===== src/rtl/alu_pkg.sv =====
// Shared definitions for the ALU arbiter: ALU op codes, arbiter FSM states
// and the result values reported alongside an error response.
package alu_pkg;

  typedef enum logic [1:0] {
    OP_ADD = 2'b00,
    OP_SUB = 2'b01,
    OP_MUL = 2'b10,
    OP_DIV = 2'b11
  } alu_op_e;

  typedef enum logic [1:0] {
    ST_IDLE  = 2'b00,
    ST_ISSUE = 2'b01,
    ST_WAIT  = 2'b10,
    ST_RESP  = 2'b11
  } arb_state_e;

  localparam logic [7:0] ERR_DATA_DIV0    = 8'hFF;
  localparam logic [7:0] ERR_DATA_TIMEOUT = 8'h00;

endpackage


===== src/rtl/rr_arbiter2.sv =====
// Two-requester round-robin grant logic.
// Ports:
//   i_clk     clock
//   i_rst_n   asynchronous active-low reset (pointer back to requester 0)
//   i_req     request vector, bit N = requester N
//   i_accept  grant consumed this cycle
//   o_gnt     one-hot grant (all zero when nothing requests)
module rr_arbiter2 (
  input  logic       i_clk,
  input  logic       i_rst_n,
  input  logic [1:0] i_req,
  input  logic       i_accept,
  output logic [1:0] o_gnt
);

  // r_ptr names the requester that wins a tie.
  logic r_ptr;

  always_comb begin
    o_gnt = i_req;
    if (i_req == 2'b11) begin
      o_gnt = r_ptr ? 2'b10 : 2'b01;
    end
  end

  // Only a contested grant moves the pointer; a lone requester leaves it.
  always_ff @(posedge i_clk or negedge i_rst_n) begin
    if (!i_rst_n) begin
      r_ptr <= 1'b0;
    end else if (i_accept && (i_req == 2'b11)) begin
      r_ptr <= ~r_ptr;
    end
  end

endmodule


===== src/rtl/alu_arbiter.sv =====
// Shares one external ALU between two requesters, one operation in flight.
// Ports:
//   clk, rst                    clock, asynchronous active-low reset
//   req_valid_N/a_N/b_N/op_N    operation request from requester N
//   req_ready_N                 request N accepted this cycle (IDLE only)
//   resp_valid_N/data_N/err_N   one-cycle response to requester N
//   alu_in/alu_op_codes         {A,B} and op code towards the ALU
//   alu_valid                   one-cycle launch pulse
//   alu_o/alu_ready             ALU result and its valid strobe
//
// state | meaning
// IDLE  | waiting for a request, grant via round-robin
// ISSUE | launch pulse to the ALU, load wait timer
// WAIT  | waiting for alu_ready or timer expiry
// RESP  | one-cycle response to the owning requester
module alu_arbiter
  import alu_pkg::*;
#(
  parameter int TIMEOUT = 64
) (
  input  logic        clk,
  input  logic        rst,
  input  logic        req_valid_0,
  input  logic [7:0]  req_a_0,
  input  logic [7:0]  req_b_0,
  input  logic [1:0]  req_op_0,
  output logic        req_ready_0,
  output logic        resp_valid_0,
  output logic [7:0]  resp_data_0,
  output logic        resp_err_0,
  input  logic        req_valid_1,
  input  logic [7:0]  req_a_1,
  input  logic [7:0]  req_b_1,
  input  logic [1:0]  req_op_1,
  output logic        req_ready_1,
  output logic        resp_valid_1,
  output logic [7:0]  resp_data_1,
  output logic        resp_err_1,
  output logic [15:0] alu_in,
  output logic [1:0]  alu_op_codes,
  output logic        alu_valid,
  input  logic [7:0]  alu_o,
  input  logic        alu_ready
);

  localparam logic [7:0] WAIT_LOAD = 8'(TIMEOUT - 1);

  arb_state_e r_state, w_state_nxt;
  logic [7:0] r_a, r_b, r_data, r_wait_cnt;
  alu_op_e    r_op;
  logic       r_owner, r_err;

  logic [1:0] w_req, w_gnt;
  logic       w_accept, w_div0, w_resp;
  logic [7:0] w_sel_a, w_sel_b;
  logic [1:0] w_sel_op;

  // Requests are only offered while idle and out of reset, so req_ready
  // stays low during reset even with req_valid held high.
  assign w_req = (r_state == ST_IDLE && rst) ? {req_valid_1, req_valid_0} : 2'b00;

  rr_arbiter2 u_arb (
    .i_clk    (clk),
    .i_rst_n  (rst),
    .i_req    (w_req),
    .i_accept (w_accept),
    .o_gnt    (w_gnt)
  );

  assign w_accept = |w_gnt;
  assign w_sel_a  = w_gnt[1] ? req_a_1  : req_a_0;
  assign w_sel_b  = w_gnt[1] ? req_b_1  : req_b_0;
  assign w_sel_op = w_gnt[1] ? req_op_1 : req_op_0;
  assign w_div0   = (w_sel_op == OP_DIV) && (w_sel_b == 8'h00);

  always_ff @(posedge clk or negedge rst) begin
    if (!rst) begin
      r_state <= ST_IDLE;
    end else begin
      r_state <= w_state_nxt;
    end
  end

  always_comb begin
    w_state_nxt  = r_state;
    req_ready_0  = 1'b0;
    req_ready_1  = 1'b0;
    alu_valid    = 1'b0;
    w_resp       = 1'b0;
    case (r_state)
      ST_IDLE: begin
        req_ready_0 = w_gnt[0];
        req_ready_1 = w_gnt[1];
        if (w_accept) begin
          w_state_nxt = w_div0 ? ST_RESP : ST_ISSUE;
        end
      end
      ST_ISSUE: begin
        alu_valid   = 1'b1;
        w_state_nxt = ST_WAIT;
      end
      ST_WAIT: begin
        if (alu_ready || (r_wait_cnt == 8'd0)) begin
          w_state_nxt = ST_RESP;
        end
      end
      ST_RESP: begin
        w_resp      = 1'b1;
        w_state_nxt = ST_IDLE;
      end
      default: w_state_nxt = ST_IDLE;
    endcase
  end

  always_ff @(posedge clk or negedge rst) begin
    if (!rst) begin
      r_a        <= 8'h00;
      r_b        <= 8'h00;
      r_op       <= OP_ADD;
      r_owner    <= 1'b0;
      r_data     <= 8'h00;
      r_err      <= 1'b0;
      r_wait_cnt <= 8'h00;
    end else begin
      case (r_state)
        ST_IDLE: begin
          if (w_accept) begin
            r_a     <= w_sel_a;
            r_b     <= w_sel_b;
            r_op    <= alu_op_e'(w_sel_op);
            r_owner <= w_gnt[1];
            r_data  <= ERR_DATA_DIV0;
            r_err   <= w_div0;
          end
        end
        ST_ISSUE: r_wait_cnt <= WAIT_LOAD;
        ST_WAIT: begin
          // Down-counter: the WAIT cycle that sees zero is the TIMEOUT-th.
          if (alu_ready) begin
            r_data <= alu_o;
            r_err  <= 1'b0;
          end else if (r_wait_cnt == 8'd0) begin
            r_data <= ERR_DATA_TIMEOUT;
            r_err  <= 1'b1;
          end else begin
            r_wait_cnt <= r_wait_cnt - 8'd1;
          end
        end
        default: ;
      endcase
    end
  end

  assign alu_in       = {r_a, r_b};
  assign alu_op_codes = r_op;

  assign resp_valid_0 = w_resp && !r_owner;
  assign resp_valid_1 = w_resp &&  r_owner;
  assign resp_data_0  = resp_valid_0 ? r_data : 8'h00;
  assign resp_data_1  = resp_valid_1 ? r_data : 8'h00;
  assign resp_err_0   = resp_valid_0 & r_err;
  assign resp_err_1   = resp_valid_1 & r_err;

endmodule


===== config.mk =====
export PLATFORM = sky130hd
export DESIGN_NAME = alu_arbiter
export DESIGN_NICKNAME = d
export VERILOG_FILES = /design/src/rtl/alu_pkg.sv /design/src/rtl/rr_arbiter2.sv /design/src/rtl/alu_arbiter.sv
export SDC_FILE = /design/constraint.sdc
export NUM_CORES = 1
export LEC_CHECK = 0
export CORE_UTILIZATION = 43
export DETAILED_ROUTE_END_ITERATION = 12
export HOLD_SLACK_MARGIN = 0.06
export PLACE_DENSITY = 0.8
export SLEW_MARGIN = 20
export SYNTH_ARGS = -nofsm -noshare
export SYNTH_HDL_FRONTEND = slang
export SYNTH_SLANG_ARGS = --single-unit

===== constraint.sdc =====
create_clock -name clk -period 2.4 [get_ports clk]
set_input_delay 0.36 -clock clk [delete_from_list [all_inputs] [get_ports clk]]
set_output_delay 0.36 -clock clk [all_outputs]
set_load 0.005 [all_outputs]

==> metrics, run 1 <==
DR pass1 iterations 4; Total GRT Usage 21.7%; buffer depth of the longest clock path 2; RSZ-0062 raised after global routing false; CP startpoint kind register; VDD IR max 0.454 mV; vias in the first global route 1971; Compound-Gate Fraction of Synth Area 16.0%; DRT antenna net count 0; Skew-Pair Late Insertion Delay 290 ps; Synth Warn # 0; Syn Inst Count 229; Worst Setup End Kind output pin; Post-synth top flop dfrtp_1; Cell Area, Synth 0.00220 mm^2; Yosys cell types 45; Fin Clk Skew 4.57 ps; met2 WL 2540 um; Setup-failing EPs final 0; Initial Utilization 45.7%; worst slew pin tran 449 ps; Row Count 25; DP Area 0.00319 mm^2; critical path class reg2out; height of the chip 73.6 um; fin crit share 94.2%; DP HPWL 4010 um; ant diodes 0; register bit total from synthesis 39; NumNets Final 378; iteration-0 DRC count of the detailed router 59; initial antenna violation count 0; root buffer cell clkbuf_8; drt total wl 5300 um; crit-path max FO 7; slew margin rel. 69.8%; Largest stage delay, worst path 500 ps; Synth area leader dfrtp_1; synthesis-to-layout area growth 49.1%; cells along the critical path ha_1, nor2b_2, buf_4, and2_1, clkdlybuf4s50_1; I/O pin count 90; filler cell count 399; die footprint 0.00541 mm^2; input/output buffers 89; total grt overflow 0; Post-Synth XOR/XNOR Area 1.59%; leakage 1.34 nW; crit path time final 2260 ps; Post-CTS Setup Inserts 0; Seq/Total Area, Yosys 44.3%; Num CTS Buffers 5; Slew Viols, Final 0; asr flop ratio synth 100%; H-tree depth 2; setup ws final 139 ps; Synth top area share 44.3%; Crit path arrival time 1900 ps; CTS tree built; HP Class in2async; Placed Cells 381; largest net degree at the start of global routing 40; Req. time, crit path 2040 ps; Cell Pwr Density 936 mW/mm^2; crit path max-delay cell type clkdlybuf4s50_1; Hold Vio Cnt, Final 0; first-pass GRT wire length 8870 um; status complete, no violations; top sig layer met4; via count 2006; maximum operating frequency 0.442 GHz; Final Wtd Congestion 0.761; number of flops mapped to enable cells by yosys 0; final std cell area, no fill 0.00328 mm^2; CTS Sinks 39; largest family of logic cells by synthesized area simple AND/OR/NAND/NOR gates; setup TNS 0 ps; Clock transition at path regs 70 ps; Post-Layout Cell Count 390; Met1 Wirelength 2260 um; DRC viols 0; syn_area_per_cell 9.62 um^2; largest cells by area after synthesis dfrtp_1 (44%), mux2i_1 (8.6%), nand2_1 (5.1%); adder-cell area share of the yosys netlist 3.98%; mux cell area share after synthesis 8.64%; die width 73.6 um; MaxCap Viol Count 0; Post-Syn Nets 285; worst slack at placement 286 ps; Post-Synth Simple-Gate Area 21.1%; wire length per cell 13.6 um; layout cells sized above 1 8.98%; vias per inst 5.14; core area 0.00482 mm^2; met3 wire len 411 um
## routing by layer
layer  GRT usage (%)  vias to the layer above
li1                -                     1001
met1            27.4                      917
met2            35.0                       79
met3            6.86                        9
met4            7.48                        0
met5               0                        -
## kinds of logic after synthesis
| group | Yosys count |
|---|---|
| AO/OA/AOI/OAI | 57 |
| XOR/XNOR | 4 |
| adder cells (fa/ha/maj) | 7 |
| buffers and inverters | 20 |
| flip-flops | 39 |
| multiplexers | 19 |
| AND/OR/NAND/NOR | 83 |
## cells in the mapped netlist (2+ instances only)
cell and number:
nor2_1 7, o211ai_1 2, and3_1 10, ha_1 7
a21oi_1 16, nor4_1 3, o22ai_1 2, nor3_1 2
inv_1 6, or4_1 2, and2_1 11, nand2_1 30
nand3_1 3, dfrtp_1 39, buf_6 2, nor2b_1 4
buf_2 3, mux2i_1 19, a211oi_1 2, xnor2_1 3
clkbuf_1 8, o21ai_0 18, a31oi_1 8
## where the power goes
group / leakage (nW) / switching [mW] / total, mW / internal [mW]
registers: 0.446 / 0.179 / 1.09 / 0.910
clock network: 0.0422 / 0.223 / 0.427 / 0.204
logic: 0.850 / 0.685 / 1.56 / 0.872
## per-stage QoR
stage | utilization, % | hold WS (ps) | total power [mW]
after global placement | 66.2 | 195 | 2.62
after CTS | 68.1 | 414 | 3.10
final | 68.2 | 419 | 3.07
after global routing | 68.2 | 421 | 3.32
after detailed placement | 66.2 | 196 | 2.66
after floorplan | - | 64.4 | 1.84
## placed cells by master, fill, tap and decap left out, types with 2 or more instances in the layout
cell,n
xnor2_1,3
o22ai_1,2
ha_1,6
clkdlybuf4s50_1,88
o21ai_0,18
nor4_1,3
clkbuf_1,2
a211oi_1,2
mux2i_1,19
nand2_1,30
o211ai_1,2
dfrtp_1,39
and3_1,10
and2_1,11
buf_4,9
nand3_1,3
or4_1,2
nor3_1,2
a21oi_1,16
clkbuf_8,5
a31oi_1,8
nor2b_1,3
inv_1,6
nor2_1,6
## worst max-delay path: cells and delay by family, from the launching register on
kind	cells	cell delay [ps]
DFF	1	400
and+or+nand+nor	2	350
buffers and inverters	2	670
adders and majority gates	1	190
## registers in the layout, summed over array words and instances, names as in the netlist
name and flops:
r_state 2, alu_op_codes 2, r_b 8, r_err 1
r_a 8, u_arb.r_ptr 1, r_wait_cnt 8, r_data 8
r_owner 1
## layout make-up
| class | count | area (um^2) | share of cell area, % |
|---|---|---|---|
| clock buffers | 7 | 76.3 | 2.32 |
| multi-input cells | 170 | 1140 | 34.6 |
| repair buffers | 100 | 983 | 30.0 |
| flip-flops and latches | 39 | 976 | 29.7 |
| clock inverters | 1 | 5.00 | 0.152 |
| inverters | 6 | 22.5 | 0.686 |
| well taps | 67 | 83.8 | 2.55 |
## path summary, 6_finish.rpt
path	from	end	slack, ps	cells after the start
max	r_state[0]$_DFFE_PN0P_	resp_data_0[2]	140	5
min	rst	alu_op_codes[1]$_DFFE_PN0P_	420	2
max reg2reg	r_state[0]$_DFFE_PN0P_	r_wait_cnt[6]$_DFFE_PN0P_	450	7
min reg2reg	r_a[3]$_DFFE_PN0P_	r_a[3]$_DFFE_PN0P_	480	2
max in group asynchronous	rst	r_wait_cnt[5]$_DFFE_PN0P_	1410	3
min in group clk	r_a[3]$_DFFE_PN0P_	r_a[3]$_DFFE_PN0P_	480	2
## repair_timing
| action | 4_1_cts | 5_1_grt |
|---|---|---|
| gates resized for setup | 0 | 2 |
| hold buffers | 1 | 0 |
| endpoints found under the setup margin | 0 | 8 |
| hold endpoints to repair | 2 | 0 |
Power figures use the tool's default switching activity.
==> run 2: changes to the inputs <==
--- a/config.mk
+++ b/config.mk
@@ -5,10 +5,11 @@
 export SDC_FILE = /design/constraint.sdc
 export NUM_CORES = 1
 export LEC_CHECK = 0
-export CORE_UTILIZATION = 43
+export CAP_MARGIN = 10
+export CORE_UTILIZATION = 47
 export DETAILED_ROUTE_END_ITERATION = 12
 export HOLD_SLACK_MARGIN = 0.06
-export PLACE_DENSITY = 0.8
+export PLACE_DENSITY = 0.86
 export SLEW_MARGIN = 20
 export SYNTH_ARGS = -nofsm -noshare
 export SYNTH_HDL_FRONTEND = slang
==> constraint.sdc (replaced) <==
create_clock -name clk -period 2.7 [get_ports clk]
set_input_delay 0.405 -clock clk [delete_from_list [all_inputs] [get_ports clk]]
set_output_delay 0.405 -clock clk [all_outputs]
set_load 0.005 [all_outputs]
==> metrics, run 2 (synthesis gave the netlist of run 1 again) <==
status complete, no violations; RSZ-0062 raised after global routing false; ant diodes 0; Hold Vio Cnt, Final 0; Crit Reg-Reg Endpoint r_data[2]$_DFFE_PN0P_; Crit path arrival time 2130 ps; Fin Clk Skew 10.7 ps; MaxCap Viol Count 0; Cell Pwr Density 861 mW/mm^2; CTS tree built; DRC viols 0; buffer depth of the longest clock path 2; synthesis-to-layout area growth 47.4%; multi-input logic area 0.00113 mm^2; root buffer cell clkbuf_8; Largest stage delay, worst path 490 ps; Comb power frac 49.3%; Worst Setup End Kind output pin; Clock power frac 15.9%; first-pass GRT wire length 9730 um; Req. time, crit path 2300 ps; Total GRT Usage 25.1%; worst slack at placement 348 ps; vias in the first global route 2071; Final Wtd Congestion 0.835; NumNets Final 375; R2R depth 6; crit-path max FO 11; CP Capture Point resp_data_0[1]; worst slew pin tran 489 ps; H-tree depth 2; Reg2Reg Launch Point r_wait_cnt[1]$_DFFE_PN0P_; Crit path max-delay family simple AND/OR/NAND/NOR gates; slew margin rel. 67.1%; Slew Viols, Final 0; I/O pin count 90; wire length per cell 15.4 um; core area 0.00441 mm^2; sequential power share 34.8%; critical path startpoint r_state[0]$_DFFE_PN0P_; Switching Fraction 36.0%; CTS Sinks 39; Pint 1.79 mW; vias per inst 5.57; setup slack, reg-to-reg 420 ps; DR pass1 iterations 4; total grt overflow 0; most frequent cells in the layout clkdlybuf4s50_1 (88), dfrtp_1 (39), nand2_1 (30); height of the chip 70.5 um; Row Count 24; cells along the critical path ha_1, nor2b_2, and2_1, clkdlybuf4s50_1; input/output buffers 89; via count 2071; crit path max-delay cell type clkdlybuf4s50_1; maximum operating frequency 0.394 GHz; Clock transition at path regs 80 ps; Skew-Pair Late Insertion Delay 300 ps; die footprint 0.00496 mm^2; die width 70.5 um; Setup-failing EPs final 0; critical path class reg2out; DP HPWL 4200 um; setup ws final 163 ps; iteration-0 DRC count of the detailed router 133; HP Class reg2reg; crit path time final 2540 ps; Num CTS Buffers 5; layout cells sized above 1 8.13%; setup TNS 0 ps; Crit. path cell count 4; VDD IR max 0.454 mV; Initial Utilization 49.9%; fin crit share 94.0%; register area 976 um^2; Psw 1.00 mW; Worst Path Buf+Inv 1; initial antenna violation count 0; HP Start r_b[4]$_DFFE_PN0P_; DRT antenna net count 0; largest net degree at the start of global routing 40; CP startpoint kind register; filler cell count 338; drt total wl 5740 um; commonest non-fill, non-tap cell in the layout clkdlybuf4s50_1; leakage 1.33 nW
==> run 2: cell types whose count changed in the layout (fill, tap and decap cells not counted) <==
cell      delta
buf_4        -2
clkbuf_8     +2
buf_12       -1
clkbuf_1     -1
clkinv_2     -1
ha_1         +1
ha_2         -1
==> run 2: worst min-delay path by stage <==
stage	endpoint	cells past startpoint
detailed placement	r_wait_cnt[1]$_DFFE_PN0P_	1
finish	r_b[4]$_DFFE_PN0P_	2
global route	r_b[7]$_DFFE_PN0P_	2
global placement	r_wait_cnt[0]$_DFFE_PN0P_	1
floorplan	alu_op_codes[0]$_DFFE_PN0P_	0
CTS	r_b[6]$_DFFE_PN0P_	2
==> run 2: through the flow <==
stage               util [%]  total power, mW  area [um^2]  hold slack, ps  cells
finish                  73.5             2.79         3250             480    372
global route            73.5             2.99         3250             515    372
CTS                     73.5             2.79         3240             486    372
detailed placement      71.0             2.34         3130             319    363
global placement        71.0             2.28         3130             317    363
floorplan                  -             1.64         2200             109    229
==> run 2: timing repair <==
item | in CTS | in global routing
resized for setup | 0 | 1
setup buffers | 0 | 0
hold buffers | 1 | 0
hold endpoints to repair | 10 | 0
endpoints found under the setup margin | 0 | 10
==> run 2: cell type report <==
cell class	instances	area share, %
Timing Repair Buffer	97	29.2
Clock buffer	8	3.08
Tap cell	52	2.00
Inverter	6	0.694
Multi-Input combinational cell	170	34.9
Sequential cell	39	30.1
==> run 2: power groups by stage <==
stage | clock network [mW] | registers (mW) | logic [mW]
4_1_cts | 0.446 | 0.969 | 1.38
2_1_floorplan | 0 | 0.946 | 0.689
5_1_grt | 0.474 | 1.00 | 1.51
3_5_place_dp | 0 | 0.980 | 1.36
3_3_place_gp | 0 | 0.965 | 1.32
6_report | 0.444 | 0.972 | 1.38
==> run 2: layer usage <==
metal  wire length [um]  track usage [%]
met3                471             8.51
met4                131             8.67
met1               2390             30.6
met5                  0                0
met2               2740             41.1
==> run 2: worst register-to-register path: stages, from the launching register on <==
cell and delay, ps:
dfrtp_1 450, inv_1 110, ha_1 180, or3b_2 510, o21ai_4 340, and2_1 400, a31oi_1 140
==> run 3: changes to the inputs <==
--- a/config.mk
+++ b/config.mk
@@ -6,11 +6,10 @@
 export NUM_CORES = 1
 export LEC_CHECK = 0
 export CAP_MARGIN = 10
-export CORE_UTILIZATION = 47
+export CORE_UTILIZATION = 42
 export DETAILED_ROUTE_END_ITERATION = 12
 export HOLD_SLACK_MARGIN = 0.06
-export PLACE_DENSITY = 0.86
-export SLEW_MARGIN = 20
+export PLACE_DENSITY = 0.78
 export SYNTH_ARGS = -nofsm -noshare
 export SYNTH_HDL_FRONTEND = slang
 export SYNTH_SLANG_ARGS = --single-unit
==> metrics, run 3 (synthesis gave the netlist of run 1 again) <==
status complete, no violations; worst slew pin tran 448 ps; initial antenna violation count 0; Slew Viols, Final 0; slew margin rel. 69.9%; root buffer cell clkbuf_8; WHS Path Cells 2; Worst Path Buf+Inv 3; register area 976 um^2; met3 GRT Util 7.05%; Num CTS Buffers 5; DP HPWL 4060 um; input/output buffers 89; vias in the first global route 2012; GR Util met2 34.9%; layout cells sized above 1 7.26%; commonest non-fill, non-tap cell in the layout clkdlybuf4s50_1; worst slack at placement 407 ps; leakage 1.31 nW; fin crit share 93.1%; DR pass1 iterations 5; MaxCap Viol Count 0; NumNets Final 374; Initial Utilization 45.1%; VDD IR max 0.415 mV; core area 0.00488 mm^2; Crit path max-delay family buffers and inverters; Total GRT Usage 21.7%; CP startpoint kind input port; H-tree depth 2; RSZ-0062 raised after global routing false; die footprint 0.00554 mm^2; crit-path max FO 16; Cell Pwr Density 831 mW/mm^2; cells along the critical path dlygate4sd3_1, buf_2, nand3_1, nor2_2, clkdlybuf4s50_1; Worst Setup End Kind output pin; Placed Cells 377; drt total wl 5420 um; first-pass GRT wire length 9110 um; Crit. path cell count 5; via count 2038; largest net degree at the start of global routing 40; crit path time final 2510 ps; height of the chip 74.4 um; Setup-failing EPs final 0; Fin Clk Skew 8.95 ps; Clock transition at path regs 70 ps; DRC viols 0; CTS tree built; multi-input logic area 0.00113 mm^2; Crit path arrival time 2110 ps; synthesis-to-layout area growth 46.6%; setup ws final 186 ps; CTS Sinks 39; Largest stage delay, worst path 550 ps; Skew-Pair Late Insertion Delay 290 ps; grt met1 use 26.6%; buffer depth of the longest clock path 2; iteration-0 DRC count of the detailed router 185; Hold Vio Cnt, Final 0; gr busiest metal met2; vias per inst 5.31; Post-Layout Cell Count 384; crit path max-delay cell type clkdlybuf4s50_1; setup TNS 0 ps; most frequent cells in the layout clkdlybuf4s50_1 (88), dfrtp_1 (39), nand2_1 (30); HP Class reg2reg; Final Wtd Congestion 0.886; DRT antenna net count 0; R2R depth 6; wire length per cell 14.1 um; maximum operating frequency 0.398 GHz; ant diodes 0; Row Count 25; Req. time, crit path 2300 ps; total grt overflow 0; die width 74.4 um; critical path class in2out; filler cell count 436; I/O pin count 90
-- run 3: final cells by class --
class / instances / area share (%)
multi-input cells: 170 / 35.1
flip-flops and latches: 39 / 30.2
repair buffers: 96 / 29.1
well taps: 67 / 2.60
clock buffers: 6 / 2.25
inverters: 6 / 0.697
-- run 3: path summary, 6_finish.rpt --
check / startpoint / endpoint / slack [ps]
worst max-delay path: rst / req_ready_1 / 190
worst min-delay path: r_a[5]$_DFFE_PN0P_ / r_a[5]$_DFFE_PN0P_ / 480
worst max register to register: r_wait_cnt[1]$_DFFE_PN0P_ / r_data[5]$_DFFE_PN0P_ / 480
worst min register to register: r_a[5]$_DFFE_PN0P_ / r_a[5]$_DFFE_PN0P_ / 480
max in group asynchronous: rst / r_b[0]$_DFFE_PN0P_ / 1460
min in group asynchronous: rst / u_arb.r_ptr$_DFFE_PN0P_ / 550
-- run 3: per-layer routing --
| metal | vias up | share of wire [%] |
|---|---|---|
| met4 | 0 | 2.1 |
| li1 | 994 | - |
| met2 | 87 | 48 |
| met3 | 11 | 8.4 |
| met5 | - | 0 |
| met1 | 946 | 42 |
-- run 3: through the flow --
stage               utilization [%]  area [um^2]  hold WS [ps]  power [mW]
global route                   66.2         3230           517        2.90
detailed placement             64.4         3140           332        2.33
global placement               64.4         3140           323        2.29
finish                         66.2         3230           481        2.68
CTS                            66.1         3230           488        2.71
floorplan                         -         2200           109        1.64
-- run 3: report_power, final --
group          switching, mW  leakage, nW  internal, mW
Sequential             0.157        0.446         0.809
Clock                  0.199       0.0371         0.172
Combinational          0.602        0.825         0.744
-- run 3: what timing repair did --
action	4_1_cts	5_1_grt
resized for setup	0	1
endpoints found under the setup margin	0	9
hold endpoints to repair	11	0
buffers inserted	0	0
hold buffers	1	0
-- run 3: tightest hold or removal path, stage by stage (launching register included) --
cell and delay, ps:
dfrtp_1 340, nand2_1 40, o21ai_0 60
